--- src/rtl/pmem_arbiter.sv ---
`timescale 1ns/1ps
`default_nettype none
// ============================================================================
//  Module      : pmem_arbiter
//  Description : Shares one physical-memory port between the instruction
//                cache and the data cache. One requester is granted at a
//                time. Its command, line-aligned address and write line are
//                latched for the whole transaction. The memory response and
//                read line are routed back only to the granted requester.
//
//  Ports
//    clk            in   system clock, rising edge
//    reset_n        in   asynchronous active-low reset
//    i_pmem_read    in   icache line read request (held until i_pmem_resp)
//    i_pmem_write   in   icache line write request (held until i_pmem_resp)
//    i_pmem_address in   icache line address (low offset bits ignored)
//    i_pmem_wdata   in   icache write line
//    i_pmem_rdata   out  read line to icache (zero unless responding)
//    i_pmem_resp    out  one-cycle completion pulse to icache
//    d_pmem_*            same set of signals for the dcache
//    pmem_read      out  read command to memory
//    pmem_write     out  write command to memory
//    pmem_address   out  latched line address
//    pmem_wdata     out  latched write line
//    pmem_rdata     in   memory read line
//    pmem_resp      in   memory completion
//    grant          out  owner: 2'b00 none, 2'b01 icache, 2'b10 dcache
//
//  Revision    : 1.0  initial release
// ============================================================================
module pmem_arbiter #(
    parameter int ROUND_ROBIN = 1,
    parameter int ADDR_W      = 16,
    parameter int LINE_W      = 128
) (
    input  logic              clk,
    input  logic              reset_n,

    input  logic              i_pmem_read,
    input  logic              i_pmem_write,
    input  logic [ADDR_W-1:0] i_pmem_address,
    input  logic [LINE_W-1:0] i_pmem_wdata,
    output logic [LINE_W-1:0] i_pmem_rdata,
    output logic              i_pmem_resp,

    input  logic              d_pmem_read,
    input  logic              d_pmem_write,
    input  logic [ADDR_W-1:0] d_pmem_address,
    input  logic [LINE_W-1:0] d_pmem_wdata,
    output logic [LINE_W-1:0] d_pmem_rdata,
    output logic              d_pmem_resp,

    output logic              pmem_read,
    output logic              pmem_write,
    output logic [ADDR_W-1:0] pmem_address,
    output logic [LINE_W-1:0] pmem_wdata,
    input  logic [LINE_W-1:0] pmem_rdata,
    input  logic              pmem_resp,

    output logic [1:0]        grant
);

    // Number of byte-offset bits inside one line; these are zeroed on latch.
    localparam int c_OFFSET_W = $clog2(LINE_W / 8);

    typedef enum logic [1:0] {
        IDLE    = 2'b00,
        SERVE_I = 2'b01,
        SERVE_D = 2'b10
    } state_t;

    state_t              r_state;
    state_t              w_next_state;

    logic                r_last_d;      // 1: dcache was granted last
    logic                r_op_write;    // latched operation, 1 = write
    logic [ADDR_W-1:0]   r_addr;
    logic [LINE_W-1:0]   r_wdata;

    logic                w_req_i;
    logic                w_req_d;
    logic                w_tie_to_d;
    logic                w_take_i;
    logic                w_take_d;
    logic [ADDR_W-1:0]   w_i_line_addr;
    logic [ADDR_W-1:0]   w_d_line_addr;
    logic                w_unused_offset;

    // ------------------------------------------------------------------
    // Request decode and line alignment
    // ------------------------------------------------------------------
    assign w_req_i = i_pmem_read | i_pmem_write;
    assign w_req_d = d_pmem_read | d_pmem_write;

    assign w_i_line_addr = {i_pmem_address[ADDR_W-1:c_OFFSET_W], {c_OFFSET_W{1'b0}}};
    assign w_d_line_addr = {d_pmem_address[ADDR_W-1:c_OFFSET_W], {c_OFFSET_W{1'b0}}};

    // Offset bits are deliberately dropped; fold them into a sink.
    assign w_unused_offset = ^{i_pmem_address[c_OFFSET_W-1:0],
                               d_pmem_address[c_OFFSET_W-1:0]};

    // ------------------------------------------------------------------
    // Tie-break policy when both caches request in the same IDLE cycle
    // ------------------------------------------------------------------
    generate
        if (ROUND_ROBIN != 0) begin : g_round_robin
            // Favour whoever was not served last.
            assign w_tie_to_d = ~r_last_d;
        end else begin : g_fixed_priority
            // Data cache always wins a tie.
            assign w_tie_to_d = 1'b1;
        end
    endgenerate

    assign w_take_d = w_req_d & (~w_req_i | w_tie_to_d);
    assign w_take_i = w_req_i & ~w_take_d;

    // ------------------------------------------------------------------
    // State register
    // ------------------------------------------------------------------
    always_ff @(posedge clk or negedge reset_n) begin
        if (!reset_n) begin
            r_state <= IDLE;
        end else begin
            r_state <= w_next_state;
        end
    end

    // ------------------------------------------------------------------
    // Next-state logic
    // ------------------------------------------------------------------
    always_comb begin
        w_next_state = r_state;
        case (r_state)
            IDLE: begin
                if (w_take_d) begin
                    w_next_state = SERVE_D;
                end else if (w_take_i) begin
                    w_next_state = SERVE_I;
                end
            end
            SERVE_I, SERVE_D: begin
                if (pmem_resp) begin
                    w_next_state = IDLE;
                end
            end
            default: w_next_state = IDLE;
        endcase
    end

    // ------------------------------------------------------------------
    // Transaction latches: captured only on the grant edge, so requester
    // changes while a transaction is in flight have no effect.
    // ------------------------------------------------------------------
    always_ff @(posedge clk or negedge reset_n) begin
        if (!reset_n) begin
            r_last_d   <= 1'b0;
            r_op_write <= 1'b0;
            r_addr     <= '0;
            r_wdata    <= '0;
        end else if (r_state == IDLE) begin
            if (w_take_d) begin
                r_last_d   <= 1'b1;
                r_op_write <= d_pmem_write;   // write wins if both asserted
                r_addr     <= w_d_line_addr;
                r_wdata    <= d_pmem_wdata;
            end else if (w_take_i) begin
                r_last_d   <= 1'b0;
                r_op_write <= i_pmem_write;
                r_addr     <= w_i_line_addr;
                r_wdata    <= i_pmem_wdata;
            end
        end
    end

    // ------------------------------------------------------------------
    // Output decode. Everything is zero outside a SERVE state, so a stray
    // pmem_resp while idle never reaches a client.
    // ------------------------------------------------------------------
    always_comb begin
        pmem_read    = 1'b0;
        pmem_write   = 1'b0;
        pmem_address = '0;
        pmem_wdata   = '0;
        grant        = 2'b00;
        i_pmem_resp  = 1'b0;
        i_pmem_rdata = '0;
        d_pmem_resp  = 1'b0;
        d_pmem_rdata = '0;
        case (r_state)
            SERVE_I: begin
                pmem_read    = ~r_op_write;
                pmem_write   = r_op_write;
                pmem_address = r_addr;
                pmem_wdata   = r_wdata;
                grant        = 2'b01;
                i_pmem_resp  = pmem_resp;
                i_pmem_rdata = pmem_resp ? pmem_rdata : '0;
            end
            SERVE_D: begin
                pmem_read    = ~r_op_write;
                pmem_write   = r_op_write;
                pmem_address = r_addr;
                pmem_wdata   = r_wdata;
                grant        = 2'b10;
                d_pmem_resp  = pmem_resp;
                d_pmem_rdata = pmem_resp ? pmem_rdata : '0;
            end
            default: begin
            end
        endcase
    end

endmodule
`default_nettype wire
--- config.mk ---
export PLATFORM = sky130hd
export DESIGN_NAME = pmem_arbiter
export DESIGN_NICKNAME = d
export VERILOG_FILES = /design/src/rtl/pmem_arbiter.sv
export SDC_FILE = /design/constraint.sdc
export NUM_CORES = 1
export LEC_CHECK = 0
export ABC_CLOCK_PERIOD_IN_PS = 1400
export CORE_AREA = 2 2 321 323
export CTS_CLUSTER_SIZE = 14
export DETAILED_ROUTE_END_ITERATION = 8
export DIE_AREA = 0 0 323 325
export GPL_ROUTABILITY_DRIVEN = 1
export PLACE_DENSITY = 0.34
export SLEW_MARGIN = 20
export SYNTH_ARGS = -nofsm -noshare
export SYNTH_HDL_FRONTEND = slang
export SYNTH_SLANG_ARGS = --single-unit
--- constraint.sdc ---
create_clock -name clk -period 1.4 [get_ports clk]
set_input_delay 0.14 -clock clk [delete_from_list [all_inputs] [get_ports clk]]
set_output_delay 0.14 -clock clk [all_outputs]
set_load 0.005 [all_outputs]
==> results.yml, run 1 <==
status:
  status: "complete, but fails checks"
  violations: "negative setup slack"
logic_synthesis:
  synth_common_cells: "256 x and3_1, 144 x dfrtp_1, 143 x and2_1, 143 x nor2_1, 141 x o21ai_0"
  ys_ff_latch: 144
  ys_seq_area_share_pct: 36.5
  netlist_area_um2: 9870
  synth_cells: 1300
  ys_types: 30
  yosysTopAreaCell: "dfrtp_1"
  synth_fa_ha_area_share_pct: 0.380
  synthMuxAreaShare_pct: 0
  synth_top_family_by_area: "simple AND/OR/NAND/NOR gates"
  ys_async_sr_fraction_pct: 100
  synth_simple_gate_area_share_pct: 38.2
  syn_avg_cell_area_um2: 7.59
  synth-compound-area-share_pct: 16.8
  yosysWarnings: 0
  synth-xor-area-share_pct: 0
  synth_top_area_share_pct: 36.5
  synth.area.top_cells: "dfrtp_1 37%, and3_1 16%, and2_1 9.1%, a31oi_1 8.9%, o21ai_0 7.2%"
  synth_most_common_cell: "and3_1"
  synth-edff-count: 0
  synth_ff_type: "dfrtp_1"
timing:
  finalSetupViolCount: 546
  final_hold_viol_count: 0
  finClkSkew_ns: 0.0142
  rsz0062_at_grt: "true"
  hold-worst-slack_ns: 0.0623
  max_freq_ghz: 0.424
  final.period_utilization_pct: 168
  fin_crit_ns: 2.36
  relSlewSlack_pct: 65.3
  finalWorstSetupSlack_ns: -0.956
  slew_violations: 0
  worst_pin_slew_ns: 0.515
power_and_ir_drop:
  switching_share_pct: 39.8
  comb_power_share_pct: 72.7
  p_per_area_nw_per_um2: 2080
  power.leakage_nw: 10.9
  power.total_mw: 47.9
  p_sw_mw: 19.0
  p_clk_share_pct: 10.4
  power.internal_mw: 28.8
  peakVddDrop_mv: 0.857
  seqPwrFrac_pct: 16.9
hold_path:
  hold_class: "in2async"
floorplan:
  start_util_pct: 9.74
  die_h_um: 325
  fp.dieW_um: 323
  io_pins: 829
  dieArea_um2: 105000
  coreArea_um2: 101000
  rows: 117
finish:
  nNetsFinal: 2640
  syn_to_final_growth_pct: 133
  fin_cells: 3614
  drive_gt1_share_pct: 37.4
  final_core_util_pct: 22.7
global_routing:
  antenna_found_initial: 36
  grt_pass1_vias: 13700
  grt-ovfl-total: 0
  grt_start_max_net_pins: 65
  grt_pass1_wl_um: 105000
  grt.total_usage_pct: 13.9
cts:
  cts-root-buf: "clkbuf_16"
  cts_buffers: 17
  cts_tree: "done"
  cts_sinks: 144
  htreeDepth: 4
  cts.clk_slew.worst_paths_ns: 0.07
  cts_buffer_depth: 2
  insertion_delay_ns: 0.49
critical_path:
  critPathArrivalTime_ns: 2.22
  critPathKind: "reg2out"
  start_kind: "register"
  crit_path_end_kind: "output port"
  required_ns: 1.26
  crit_path_max_fanout: 12
route:
  wl_um: 82800
  wl_per_cell_um: 22.9
  via_per_inst: 3.88
  route.detailed.drc: 0
  dr.pass1.iters: 5
  routed-via-count: 14000
  drtIter0Drc: 661
  antenna_left: 0
place:
  placed_cells: 3432
  io_buffer_count: 816
  globalplace.congestion: 0.833
  hpwl_um: 59400
job:
  cap_violations: 0
## cell usage in the layout (no fill, tap or decap), drive strengths merged, types with 10 or more instances in the layout
cell / Yosys / final
diode: 0 / 19
and2: 143 / 143
dfrtp: 144 / 144
nand3: 140 / 140
and3: 256 / 256
inv: 5 / 10
clkbuf: 109 / 231
clkdlybuf4s50: 0 / 433
buf: 60 / 381
a31oi: 140 / 140
nor2: 144 / 144
dlymetal6s2s: 0 / 28
o21ai: 142 / 142
## path summary, 6_finish.rpt
check / slack (ns) / depth (start not counted) / from / end
worst max-delay path: -0.96 / 7 / r_state[1] / d_pmem_rdata[99]
worst min-delay path: 0.06 / 2 / reset_n / r_wdata[96]
worst max register to register: -0.33 / 9 / r_state[1] / r_state[0]
worst min register to register: 0.54 / 2 / r_wdata[88] / r_wdata[88]
max in group asynchronous: 0.71 / 3 / reset_n / r_wdata[84]
min in group clk: 0.22 / 3 / i_pmem_wdata[46] / r_wdata[46]
## logic make-up (layout without fill, tap and decap cells)
logic type,count (synthesis),in the layout
buffers and inverters,174,1098
DFF,144,144
adders and majority gates,3,3
and+or+nand+nor,688,688
AOI/OAI and AO/OA,290,290
other,1,23
## routing by layer
| layer | part of all wire [%] | GRT usage [%] | vias up |
|---|---|---|---|
| met2 | 50 | 24.5 | 620 |
| met4 | 2.3 | 4.95 | 22 |
| met3 | 8.1 | 4.64 | 93 |
| met5 | 0.17 | 0 | - |
| met1 | 40 | 15.5 | 6827 |
| li1 | - | - | 6474 |
## power groups by stage
| stage | sequential [mW] | combinational (mW) | clock (mW) |
|---|---|---|---|
| 3_5_place_dp | 7.69 | 23.7 | 0 |
| 4_1_cts | 7.68 | 26.3 | 5.21 |
| 6_report | 8.08 | 34.8 | 4.98 |
| 3_3_place_gp | 7.66 | 23.9 | 0 |
| 5_1_grt | 8.33 | 37.0 | 5.32 |
| 2_1_floorplan | 7.09 | 9.80 | 0 |
## stage by stage
stage	instance area (um^2)	setup TNS, ns	setup WS, ns
CTS	21500	-412.45	-1.06
global placement	20300	-295.78	-0.758
finish	23000	-323.55	-0.956
global route	23000	-376.52	-1.08
floorplan	9900	-3.68	-0.0436
detailed placement	20300	-287.70	-0.709
## sequential cells by signal, summed over array words and instances, names as in the netlist
register,cells
r_state,2
r_wdata,128
r_addr,12
r_last_d,1
r_op_write,1
## worst max-delay path, cell delays in order, from the launching register on
cell and delay (ns):
dfrtp_1 0.39, buf_4 0.13, buf_4 0.13, ha_4 0.16, buf_6 0.14, buf_12 0.14
and3_1 0.16, clkdlybuf4s50_1 0.47
## layout make-up
class / count / area [um^2]
Multi-Input combinational cell: 985 / 6360
Timing Repair Buffer: 1061 / 10700
Inverter: 5 / 26.3
Clock inverter: 13 / 153
Tap cell: 1368 / 1710
Clock buffer: 19 / 443
Fill cell: 11300 / 78300
Antenna cell: 19 / 47.5
Sequential cell: 144 / 3600
## repair_timing
| item | 4_1_cts | 5_1_grt |
|---|---|---|
| cloned | 11 | 29 |
| endpoints found under the setup margin | 546 | 546 |
| gates resized for setup | 552 | 1057 |
| hold buffers | 1 | 0 |
| pin swaps | 14 | 50 |
| hold endpoints to repair | 144 | 0 |
| buffers inserted | 29 | 71 |
(Power assumes the default switching activity.)
==> run 2: changes to the inputs <==
--- a/config.mk
+++ b/config.mk
@@ -16,3 +16,4 @@
 export SYNTH_ARGS = -nofsm -noshare
 export SYNTH_HDL_FRONTEND = slang
 export SYNTH_SLANG_ARGS = --single-unit
+export TNS_END_PERCENT = 10
==> results.yml, run 2 (synthesized netlist as in run 1, its figures left out) <==
timing:
  slew_violations: 0
  hold-worst-slack_ns: 0.146
  final_hold_viol_count: 0
  finClkSkew_ns: 0.0172
  finalWorstSetupSlack_ns: -0.966
  max_freq_ghz: 0.423
  rsz0062_at_grt: "true"
  final.period_utilization_pct: 169
  fin_crit_ns: 2.37
  finalSetupViolCount: 540
floorplan:
  io_pins: 829
  dieArea_um2: 105000
  die_h_um: 325
  start_util_pct: 9.74
  fp.dieW_um: 323
  coreArea_um2: 101000
  rows: 117
global_routing:
  grt-ovfl-total: 0
  grt_pass1_wl_um: 102000
  antenna_found_initial: 21
  grt_pass1_vias: 13800
  grt.total_usage_pct: 13.4
  grt_start_max_net_pins: 46
cts:
  cts_buffer_depth: 2
  cts.clk_slew.worst_paths_ns: 0.07
  cts_sinks: 144
  cts_tree: "done"
  cts_buffers: 17
  htreeDepth: 4
  cts-root-buf: "clkbuf_16"
  insertion_delay_ns: 0.49
finish:
  syn_to_final_growth_pct: 118
  fillers: 11400
  final_cell_area_um2: 21500
  largest_registers: "r_wdata (128), r_addr (12), r_state (2)"
  nNetsFinal: 2567
  regMostFlops: "r_wdata"
  final_core_util_pct: 21.2
  final_common_cell: "clkdlybuf4s50_1"
  largest_reg_flops: 128
  final_cell_mix: "470 x clkdlybuf4s50_1, 246 x and3_1, 151 x clkbuf_2"
  drive_gt1_share_pct: 24.5
  fin_cells: 3526
power_and_ir_drop:
  power.total_mw: 39.3
  peakVddDrop_mv: 0.850
  p_per_area_nw_per_um2: 1830
  power.leakage_nw: 10.8
route:
  wl_per_cell_um: 21.6
  routed-via-count: 13600
  via_per_inst: 3.85
  route.detailed.drc: 0
  antenna_left: 0
  drtIter0Drc: 731
  dr.pass1.iters: 5
  wl_um: 76300
critical_path:
  r2r_setup_slack_ns: -0.24
  rr_startpoint: "r_state[1]"
  reg2reg_depth: 7
  crit_end: "d_pmem_rdata[50]"
  crit_path_max_fanout: 16
  required_ns: 1.26
  crit_path_end_kind: "output port"
  timing.rr.end: "r_wdata[127]"
  cp-startpoint: "r_state[0]"
  critPathKind: "reg2out"
  start_kind: "register"
  critPathArrivalTime_ns: 2.23
hold_path:
  hold_class: "in2async"
job:
  cap_violations: 0
place:
  io_buffer_count: 816
  placed_cells: 3429
  globalplace.congestion: 0.814
  hpwl_um: 57200
  place_area_um2: 20400
status:
  status: "complete, but fails checks"
  violations: "negative setup slack"
[run 2: cell count changes in the layout (fill, tap and decap cells not counted), sizes merged]
cell           before  now
bufinv              2    1
buf               381  245
dlygate4sd2         3   12
diode              19    4
clkdlybuf4s50     433  470
inv                10   11
dlymetal6s2s       28   77
clkdlybuf4s15       3   18
clkbuf            231  183
clkinvlp            1    2
[run 2: worst min-delay path by stage]
stage | to | startpoint | slack, ns | cells after the start
3_3_place_gp | r_wdata[18] | reset_n | 0.11 | 1
3_5_place_dp | r_wdata[17] | reset_n | 0.11 | 1
2_1_floorplan | r_addr[10] | reset_n | -0.16 | 0
4_1_cts | r_wdata[17] | reset_n | 0.12 | 2
6_report | r_wdata[17] | reset_n | 0.15 | 2
5_1_grt | r_wdata[17] | reset_n | 0.15 | 2
[run 2: repair_timing]
item	4_1_cts	5_1_grt
buffers inserted	17	24
pin swaps	12	17
gates cloned	8	14
hold buffers	1	0
hold endpoints to repair	144	0
resized for setup	345	571
setup endpoints to repair	546	546
[run 2: power by group]
group	internal [mW]	switching, mW	total [mW]
logic	14.3	12.1	26.4
clock network	2.51	2.26	4.77
registers	6.36	1.81	8.16
[run 2: cell type report]
class | instances | area (um^2) | share of cell area, %
Timing Repair Buffer | 988 | 9850 | 45.8
Multi-Input combinational cell | 985 | 5720 | 26.6
Sequential cell | 144 | 3600 | 16.8
Tap cell | 1368 | 1710 | 7.96
Clock buffer | 18 | 429 | 2.00
Clock inverter | 14 | 148 | 0.687
Inverter | 5 | 18.8 | 0.0873
Antenna cell | 4 | 10.0 | 0.0466
[run 2: metal layers]
| metal | wire [um] | vias up | track usage [%] |
|---|---|---|---|
| li1 | - | 6297 | - |
| met1 | 30800 | 6593 | 15.5 |
| met2 | 37600 | 597 | 23.5 |
| met3 | 6210 | 84 | 4.54 |
| met4 | 1550 | 18 | 3.26 |
| met5 | 105 | - | 0 |
[run 2: worst max-delay path: stages, from the launching register on]
cell and delay [ns]:
dfrtp_1 0.39, inv_2 0.10, buf_6 0.11, ha_4 0.13, buf_12 0.14, clkbuf_16 0.18
and3_1 0.18, clkdlybuf4s50_1 0.50
[run 2: stage by stage]
| stage | TNS (ns) | worst slack, ns |
|---|---|---|
| 2_1_floorplan | -10.48 | -0.0548 |
| 3_3_place_gp | -296.68 | -0.750 |
| 3_5_place_dp | -294.86 | -0.756 |
| 4_1_cts | -411.22 | -1.09 |
| 5_1_grt | -355.79 | -1.08 |
| 6_report | -293.31 | -0.966 |
